**src/rtl/tinychip_pkg.sv**
```systemverilog
// Shared encodings for the multicycle controller: instruction fields,
// opcodes for both instruction types and the FSM state type.
package tinychip_pkg;

  localparam int INSTR_W  = 9;
  localparam int TYPE_BIT = 8;
  localparam int OP_HI    = 7;
  localparam int OP_LO    = 5;
  localparam int RD_HI    = 4;
  localparam int RD_LO    = 3;
  localparam int RO_HI    = 2;
  localparam int RO_LO    = 1;
  localparam int FN_BIT   = 0;
  localparam int IMM_W    = 3;

  // R-type (type bit = 0)
  localparam logic [2:0] OP_ADD = 3'b000;
  localparam logic [2:0] OP_AND = 3'b001;
  localparam logic [2:0] OP_SUB = 3'b010;
  localparam logic [2:0] OP_OR  = 3'b011;
  localparam logic [2:0] OP_XOR = 3'b100;
  localparam logic [2:0] OP_SLT = 3'b101;
  localparam logic [2:0] OP_SLL = 3'b110;
  localparam logic [2:0] OP_SYS = 3'b111;

  // I-type (type bit = 1)
  localparam logic [2:0] OPI_ADDI = 3'b000;
  localparam logic [2:0] OPI_ANDI = 3'b001;
  localparam logic [2:0] OPI_BEQ  = 3'b010;
  localparam logic [2:0] OPI_BNE  = 3'b011;
  localparam logic [2:0] OPI_LW   = 3'b100;
  localparam logic [2:0] OPI_SW   = 3'b101;
  localparam logic [2:0] OPI_SRL  = 3'b110;
  localparam logic [2:0] OPI_SLTI = 3'b111;

  typedef enum logic [1:0] {
    S_FETCH = 2'd0,
    S_EXEC  = 2'd1,
    S_MEM   = 2'd2,
    S_HALT  = 2'd3
  } state_t;

endpackage

```
**src/rtl/exec_alu.sv**
```systemverilog
// Combinational execute unit: one result per opcode/type plus an equality
// flag used for branch decisions.
module exec_alu
  import tinychip_pkg::*;
#(
  parameter int DATA_W = 8
) (
  input  logic              i_type,
  input  logic [2:0]        i_opcode,
  input  logic [DATA_W-1:0] i_a,
  input  logic [DATA_W-1:0] i_b,
  output logic [DATA_W-1:0] o_result,
  output logic              o_eq
);

  logic [2:0] w_shamt;
  logic       w_lt;
  logic       w_sh_oob;

  always_comb begin
    w_shamt  = i_b[2:0];
    w_sh_oob = (32'(w_shamt) >= DATA_W);
    w_lt     = ($signed(i_a) < $signed(i_b));
    o_eq     = (i_a == i_b);
    o_result = '0;
    if (!i_type) begin
      case (i_opcode)
        OP_ADD:  o_result = i_a + i_b;
        OP_AND:  o_result = i_a & i_b;
        OP_SUB:  o_result = i_a - i_b;
        OP_OR:   o_result = i_a | i_b;
        OP_XOR:  o_result = i_a ^ i_b;
        OP_SLT:  o_result = DATA_W'(w_lt);
        OP_SLL:  o_result = w_sh_oob ? '0 : (i_a << w_shamt);
        default: o_result = '0;
      endcase
    end else begin
      case (i_opcode)
        OPI_ADDI: o_result = i_a + i_b;
        OPI_ANDI: o_result = i_a & i_b;
        OPI_BEQ:  o_result = DATA_W'(o_eq);
        OPI_BNE:  o_result = DATA_W'(!o_eq);
        OPI_SRL:  o_result = w_sh_oob ? '0 : (i_a >> w_shamt);
        OPI_SLTI: o_result = DATA_W'(w_lt);
        default:  o_result = '0;
      endcase
    end
  end

endmodule

```
**src/rtl/multicycle_controller.sv**
```systemverilog
// Multi-cycle 9-bit-instruction core: FETCH/EXEC/MEM/HALT FSM with a
// 4-entry register file, program counter and a req/ack data-memory port.
module multicycle_controller
  import tinychip_pkg::*;
#(
  parameter int DATA_W   = 8,
  parameter int NUM_REGS = 4,
  parameter int PC_W     = 8
) (
  input  logic               clk,
  input  logic               reset,
  input  logic [INSTR_W-1:0] instruction,
  input  logic               instr_valid,
  output logic               instr_ready,
  output logic [PC_W-1:0]    pc,
  output logic               mem_req,
  output logic               mem_we,
  output logic [DATA_W-1:0]  mem_addr,
  output logic [DATA_W-1:0]  mem_wdata,
  input  logic [DATA_W-1:0]  mem_rdata,
  input  logic               mem_ack,
  output logic [DATA_W-1:0]  output_data,
  output logic               out_valid,
  output logic               halted,
  output state_t             dbg_state
);

  // Handshakes: an instruction transfers on a cycle with instr_valid &&
  // instr_ready; mem_req with its address/we/wdata stays asserted and
  // unchanged until the cycle mem_ack is seen, which completes the access.

  state_t              r_state, w_next_state;
  logic [PC_W-1:0]     r_pc, w_next_pc, w_pc_inc, w_pc_inc2, w_jmp_pc;
  logic [DATA_W-1:0]   r_regs [0:NUM_REGS-1];
  logic [INSTR_W-1:0]  r_instr;
  logic [DATA_W-1:0]   r_out_data, r_mem_addr, r_mem_wdata;
  logic                r_out_valid, r_mem_we;

  logic                w_type, w_fn;
  logic [2:0]          w_op;
  logic [1:0]          w_rd, w_ro;
  logic [DATA_W-1:0]   w_a, w_b_reg, w_imm, w_b, w_alu_res, w_alu_eq_unused;
  logic                w_alu_eq;
  logic [DATA_W-1:0]   w_result, w_wr_data, w_mem_addr, w_mem_wdata;
  logic                w_retire, w_wr_en, w_mem_start, w_mem_we;

  assign w_type  = r_instr[TYPE_BIT];
  assign w_op    = r_instr[OP_HI:OP_LO];
  assign w_rd    = r_instr[RD_HI:RD_LO];
  assign w_ro    = r_instr[RO_HI:RO_LO];
  assign w_fn    = r_instr[FN_BIT];
  assign w_imm   = DATA_W'(r_instr[IMM_W-1:0]);
  assign w_a     = r_regs[w_rd];
  assign w_b_reg = r_regs[w_ro];
  assign w_b     = w_type ? w_imm : w_b_reg;

  assign w_pc_inc  = r_pc + PC_W'(1);
  assign w_pc_inc2 = r_pc + PC_W'(2);
  assign w_jmp_pc  = PC_W'(w_a);
  assign w_alu_eq_unused = '0;

  exec_alu #(.DATA_W(DATA_W)) u_alu (
    .i_type   (w_type),
    .i_opcode (w_op),
    .i_a      (w_a),
    .i_b      (w_b),
    .o_result (w_alu_res),
    .o_eq     (w_alu_eq)
  );

  always_comb begin
    w_next_state = r_state;
    w_next_pc    = r_pc;
    w_retire     = 1'b0;
    w_result     = w_alu_res;
    w_wr_en      = 1'b0;
    w_wr_data    = w_alu_res;
    w_mem_start  = 1'b0;
    w_mem_we     = 1'b0;
    w_mem_addr   = w_b_reg;
    w_mem_wdata  = w_b_reg;
    instr_ready  = (r_state == S_FETCH);
    mem_req      = (r_state == S_MEM);
    halted       = (r_state == S_HALT);
    case (r_state)
      S_FETCH: if (instr_valid) w_next_state = S_EXEC;
      S_EXEC: begin
        w_next_state = S_FETCH;
        w_retire     = 1'b1;
        w_next_pc    = w_pc_inc;
        if (!w_type) begin
          if (w_op == OP_SYS) begin
            if (w_fn) begin
              w_next_pc = w_jmp_pc;
              w_result  = DATA_W'(w_jmp_pc);
            end else begin
              w_next_state = S_HALT;
              w_retire     = 1'b0;
              w_next_pc    = r_pc;
            end
          end else begin
            w_wr_en = 1'b1;
          end
        end else begin
          case (w_op)
            OPI_BEQ: if (w_alu_eq) w_next_pc = w_pc_inc2;
            OPI_BNE: if (!w_alu_eq) w_next_pc = w_pc_inc2;
            OPI_LW, OPI_SW: begin
              // Memory ops retire only when the access completes.
              w_next_state = S_MEM;
              w_retire     = 1'b0;
              w_next_pc    = r_pc;
              w_mem_start  = 1'b1;
              w_mem_we     = (w_op == OPI_SW);
              w_mem_addr   = (w_op == OPI_SW) ? w_a : w_b_reg;
            end
            default: w_wr_en = 1'b1;
          endcase
        end
      end
      S_MEM: begin
        if (mem_ack) begin
          w_next_state = S_FETCH;
          w_retire     = 1'b1;
          w_next_pc    = w_pc_inc;
          if (r_mem_we) begin
            w_result = r_mem_wdata;
          end else begin
            w_result  = mem_rdata;
            w_wr_en   = 1'b1;
            w_wr_data = mem_rdata;
          end
        end
      end
      S_HALT: w_next_state = S_HALT;
      default: w_next_state = S_FETCH;
    endcase
  end

  always_ff @(posedge clk) begin
    if (reset) begin
      r_state     <= S_FETCH;
      r_pc        <= '0;
      r_instr     <= '0;
      r_out_data  <= '0;
      r_out_valid <= 1'b0;
      r_mem_we    <= 1'b0;
      r_mem_addr  <= '0;
      r_mem_wdata <= '0;
      for (int i = 0; i < NUM_REGS; i++) r_regs[i] <= '0;
    end else begin
      r_state     <= w_next_state;
      r_pc        <= w_next_pc;
      r_out_valid <= w_retire;
      if (w_retire) r_out_data <= w_result;
      if (w_wr_en) r_regs[w_rd] <= w_wr_data;
      if (r_state == S_FETCH && instr_valid) r_instr <= instruction;
      if (w_mem_start) begin
        r_mem_we    <= w_mem_we;
        r_mem_addr  <= w_mem_addr;
        r_mem_wdata <= w_mem_wdata;
      end
    end
  end

  assign pc          = r_pc;
  assign mem_we      = r_mem_we;
  assign mem_addr    = r_mem_addr;
  assign mem_wdata   = r_mem_wdata;
  assign output_data = r_out_data | w_alu_eq_unused;
  assign out_valid   = r_out_valid;
  assign dbg_state   = r_state;

endmodule

```
**config.mk**
```make
export PLATFORM = sky130hd
export DESIGN_NAME = multicycle_controller
export DESIGN_NICKNAME = d
export VERILOG_FILES = /design/src/rtl/tinychip_pkg.sv /design/src/rtl/exec_alu.sv /design/src/rtl/multicycle_controller.sv
export SDC_FILE = /design/constraint.sdc
export NUM_CORES = 1
export LEC_CHECK = 0
export ABC_AREA = 1
export CAP_MARGIN = 20
export CORE_ASPECT_RATIO = 0.7
export CORE_UTILIZATION = 35
export CTS_CLUSTER_SIZE = 10
export DETAILED_ROUTE_END_ITERATION = 8
export PLACE_DENSITY = 0.49
export SYNTH_ARGS = -nofsm -noshare
export SYNTH_HDL_FRONTEND = slang
export SYNTH_SLANG_ARGS = --single-unit
```
**constraint.sdc**
```tcl
create_clock -name clk -period 3.39 [get_ports clk]
set_input_delay 0.339 -clock clk [delete_from_list [all_inputs] [get_ports clk]]
set_output_delay 0.339 -clock clk [all_outputs]
set_load 0.05 [all_outputs]
```
# --- Yosys cells after proc, flatten, opt, wreduce, memory -nomap -nowiden ---
# Memories as Yosys holds them, arrays and structs flattened. A register that Yosys moved wholly into a read port is not among the register bits.
# Cells that the tools add are included.
op_classes:
  addsub: 4
  bitwise_logic: 3
  shift: 2
  n_mux: 62
  n_reduce_logical: 10
  magnitude_cmp: 1
  eq_ne: 15
ops:
  columns: ["op", "n"]
  rows:
  - ["8-bit two-way mux", 21]
  - ["8-bit one-hot mux with 7 select lines", 1]
  - ["8-bit one-hot mux with 6 select lines", 1]
  - ["8-bit one-hot mux with 2 select lines", 2]
  - ["8-bit one-hot mux with 3 select lines", 1]
  - ["1-bit two-way mux", 22]
  - ["2-bit two-way mux", 11]
  - ["3-bit == test (second input constant)", 4]
  - ["8-bit by 1-bit adder with 8-bit output (second input constant)", 1]
  - ["8-bit by 2-bit adder with 8-bit output (second input constant)", 1]
  - ["8-bit adder", 1]
  - ["8-bit AND", 1]
  - ["8-bit == test", 1]
  - ["8-bit less-than comparator", 1]
  - ["8-bit bitwise OR", 1]
  - ["2-bit one-hot mux with 4 select lines", 1]
  - ["8-bit OR reduction", 1]
  - ["8-bit by 3-bit left shift with 8-bit output", 1]
  - ["8-bit by 3-bit right shift with 8-bit output", 1]
  - ["8-bit subtractor", 1]
  - ["8-bit XOR", 1]
  - ["3-bit by 2-bit == test with 1-bit output (second input constant)", 2]
  - ["2-bit == test (second input constant)", 2]
  - ["4-bit != test (second input constant)", 1]
  - ["other kinds (15)", 16]
word_totals:
  output_inout_bits: 39
  ram_bits: 32
  n_memories: 1
  ff_bits: 45
memory_table:
  columns: ["name", "words", "word_bits", "rd", "rd_ports_with_merged_regs", "wr", "line_no", "text"]
  rows:
  - ["r_regs", 4, 8, 2, 2, 4, "multicycle_controller.sv:34", "logic [DATA_W-1:0] r_regs [0:NUM_REGS-1];"]

# --- Longest topological paths before layout ---
logic_depth:
  ltp_word: 10
  depth_mapped: 25
  ltp_nobuf: 22

# --- Hierarchy ---
# From an unflattened synthesis, not the netlist that was laid out.
hier_totals:
  hier_cells: 1010
  hier_area_um2: 6472.5
modules_own_cells:
  columns: ["module", "seq_area_each_um2", "instances", "area_each_um2", "cells_per_inst"]
  rows:
  - ["multicycle_controller", 1941.9, 1, 4618.2, 646]
  - ["exec_alu", 0.0, 1, 1854.3, 364]

# --- Least setup slack after synthesis ---
# OpenSTA, ideal clock, no wires.
synth_timing:
  kind: "reg-to-reg"
  from: "reg r_state[1] (netlist: dbg_state[1])"
  to: "mem r_regs[3][0] (enable)"
  path_slack_ns: 0.293
  arrival_ns: 2.713
  path_buffers: 0
  period_less_slack_ns: 3.097
  setup_time_ns: 0.383
  path_stages_with_launch: 8
  cell_sequence: "dfxtp_1 -> ha_1 -> nand2_4 -> nor2_1 -> inv_1 -> o21ai_2 -> a21oi_1 -> nor3_1"
synth_lines:
  columns: ["item", "line_no", "text"]
  rows:
  - ["start: declaration", "multicycle_controller.sv:32", "state_t r_state, w_next_state;"]
  - ["start signal: assignment", "multicycle_controller.sv:152", "r_state <= w_next_state;"]
  - ["end: declaration", "multicycle_controller.sv:34", null]

==> results.json <==
{
  "outcome": "complete, no violations",
  "endpoint": "r_regs[0][4]",
  "synth_edf_count": 32,
  "layout_min_cycle_time_ns": 3.24,
  "core_area_um2": 17500,
  "final.period_utilization": 0.956,
  "finalNonFillerCells": 1277,
  "final-max-slew-violation-count": 0,
  "max_freq_mhz": 308,
  "htreeDepth": 3,
  "viasPerCell": 5.29,
  "cts.sinks": 81,
  "grt_usage": 0.275,
  "globalplace.congestion": 0.982,
  "clkLatencyLatePin_ns": 0.35,
  "root_buffer": "clkbuf_16",
  "crit_top_cell": "nand2_1",
  "path_cells": "clkinvlp_4 > buf_4 > a32o_2 > nor2_2 > inv_1 > ha_2 > nand2_1 > nand2_1 > inv_1 > o21ai_1 > or2_2 > nand2_1 > nor2_1 > nor3_2 > nand4_1 > nand2_1 > nand2_1 > nand2_4 > nor2_1",
  "cts_buffers": 9,
  "arrival_ns": 3.33,
  "ys_ff_latch": 81,
  "path_delay_family": "simple AND/OR/NAND/NOR gates",
  "timing.final.ws_setup_ns": 0.148,
  "route.met2.wl_mm": 9.19,
  "net-switching-power_uw": 1550,
  "wire_per_inst_um": 19.5,
  "p_leak_uw": 0.00366,
  "initial_utilization": 0.365,
  "hp-start": "r_instr[2]",
  "drive_gt1_frac": 0.180,
  "async_flop_share": 0,
  "clk_path_buf_depth": 2,
  "cpPeakStageDelay_ns": 0.39,
  "synth_seq_area_share": 0.305,
  "synth_warnings": 0,
  "first_pass_iters": 5,
  "relSlewSlack": 0.517,
  "synth.cell_area_um2": 6370,
  "switching_share": 0.404,
  "cp.required_ns": 3.48,
  "crit_fanout": 6,
  "ant_nets": 0,
  "syn_nets": 984,
  "syn_avg_cell_area_um2": 6.86,
  "maxCapViolCount": 0,
  "fp.dieW_um": 163,
  "drc": 0,
  "worst-path-stages": 19,
  "syn_inst": 929,
  "timing.final.hold_violations": 0,
  "finalWirelength_mm": 24.9,
  "antenna_found_initial": 0,
  "cts_tree": "done",
  "yosysUniqueCellTypes": 55,
  "r2r_slack_ns": 0.15,
  "die_h_um": 115,
  "cp_slowest_cell": "dfxtp_2",
  "crit_buf_inv": 4,
  "rsz0062_at_grt": "yes",
  "drt-initial-drc-count": 611,
  "skew_ns": 0.00929,
  "ir_drop_uv": 214,
  "pwr-share-seq": 0.292,
  "nets": 1096,
  "worstHoldPathType": "register to register",
  "antenna_cells": 0,
  "fin_util": 0.461,
  "ioPinCount": 60,
  "place_ws_ns": -0.180,
  "route.vias.total": 6755,
  "portBuffers": 59,
  "dp_cells": 1256,
  "internal_power_uw": 2280,
  "reg2reg_to": "r_regs[0][4]",
  "final_common_cell": "nand2_1",
  "grt_first_pass_wirelength_mm": 37.8,
  "num_rows": 40,
  "grt_max_degree": 39,
  "synth_ff_type": "dfxtp_1",
  "p_per_area_nw_per_um2": 476,
  "hold_ws_ns": 0.510,
  "worst-r2r-cell-count": 19,
  "final_cell_mix": "nand2_1 (220), nor2_1 (106), nand3_1 (95)",
  "start_kind": "register",
  "syn2layout_area_growth_pct": 26.3,
  "clk_pin_slew_ns": 0.06,
  "crit_path_end_kind": "register",
  "tns_ns": 0,
  "combinationalPowerShare": 0.426,
  "dieArea_um2": 18800,
  "wl_met3_mm": 2.54,
  "top_layer": "met4",
  "n_fill_cell": 1803,
  "overflow": 0,
  "hpwl_mm": 19.7,
  "worstMarginPinSlew_ns": 0.722,
  "critPathKind": "register to register",
  "wl_met1_mm": 12.7,
  "power_frac_clock": 0.281,
  "finalSetupViolCount": 0,
  "grt_pass1_vias": 6251
}
per-stage QoR:
| step | power, uW | cell area [um^2] |
|---|---|---|
| floorplan | 2070 | 6370 |
| global placement | 2700 | 7580 |
| detailed placement | 2670 | 7580 |
| CTS | 3770 | 7940 |
| global route | 4040 | 8050 |
| finish | 3830 | 8050 |
power groups by stage:
stage	registers, uW	logic (uW)	clock network [uW]
2_1_floorplan	1180	885	0
3_3_place_gp	1140	1560	0
3_5_place_dp	1140	1530	0
4_1_cts	1120	1550	1100
5_1_grt	1130	1770	1140
6_report	1120	1630	1080
cell families after synthesis:
kind of cell    count (synthesis)  synth area share
compound gates                171             0.161
fa+ha+maj                      34            0.0691
buf+inv                       137            0.0978
flops                          81             0.305
xor+xnor                        8            0.0110
simple gates                  498             0.356
registers in the layout, summed over array words and instances (netlist names), named ones only:
name / count
r_regs: 32
r_instr: 9
mem_addr: 8
mem_wdata: 8
output_data: 8
pc: 8
dbg_state: 2
mem_we: 1
out_valid: 1
how the worst min path moves through the flow:
stage,cells past startpoint,endpoint
after floorplan,2,register
after global placement,2,r_instr[2]
after detailed placement,2,r_instr[2]
after CTS,2,register
after global routing,2,register
final,2,register
cells in the mapped netlist (14+ instances only):
cell / instances / area [um^2]
edfxtp_1: 32 / 961
inv_1: 87 / 327
ha_1: 32 / 400
a21oi_1: 60 / 300
nor2_1: 110 / 413
nand3_1: 95 / 475
nand2_2: 20 / 125
nand2_1: 222 / 833
dfxtp_1: 49 / 981
o21ai_0: 53 / 265
inv_2: 14 / 52.6
metal layers:
metal | track usage | vias up
met2 | 0.356 | 285
met3 | 0.0833 | 29
met5 | 0 | -
li1 | - | 3329
met1 | 0.426 | 3112
met4 | 0.0735 | 0
worst min-delay path, cell delays in order, from the launching register on:
cell,delay (ns)
dfxtp_1,0.32
nor2_1,0.10
nor2_1,0.06
timing repair:
action | in CTS | in global routing
gates resized for setup | 3 | 27
pin swaps | 0 | 2
setup buffers | 3 | 2
endpoints found under the setup margin | 5 | 34
hold buffers | 0 | 0
layout make-up:
class	instances	area [um^2]	area share
Multi-Input combinational cell	711	3900	0.485
Sequential cell	81	1940	0.241
Timing Repair Buffer	134	1180	0.146
Inverter	104	407	0.0505
Tap cell	231	289	0.0359
Clock buffer	10	250	0.0311
Clock inverter	6	78.8	0.00980
No activity file was read; power rests on OpenSTA's default activity.
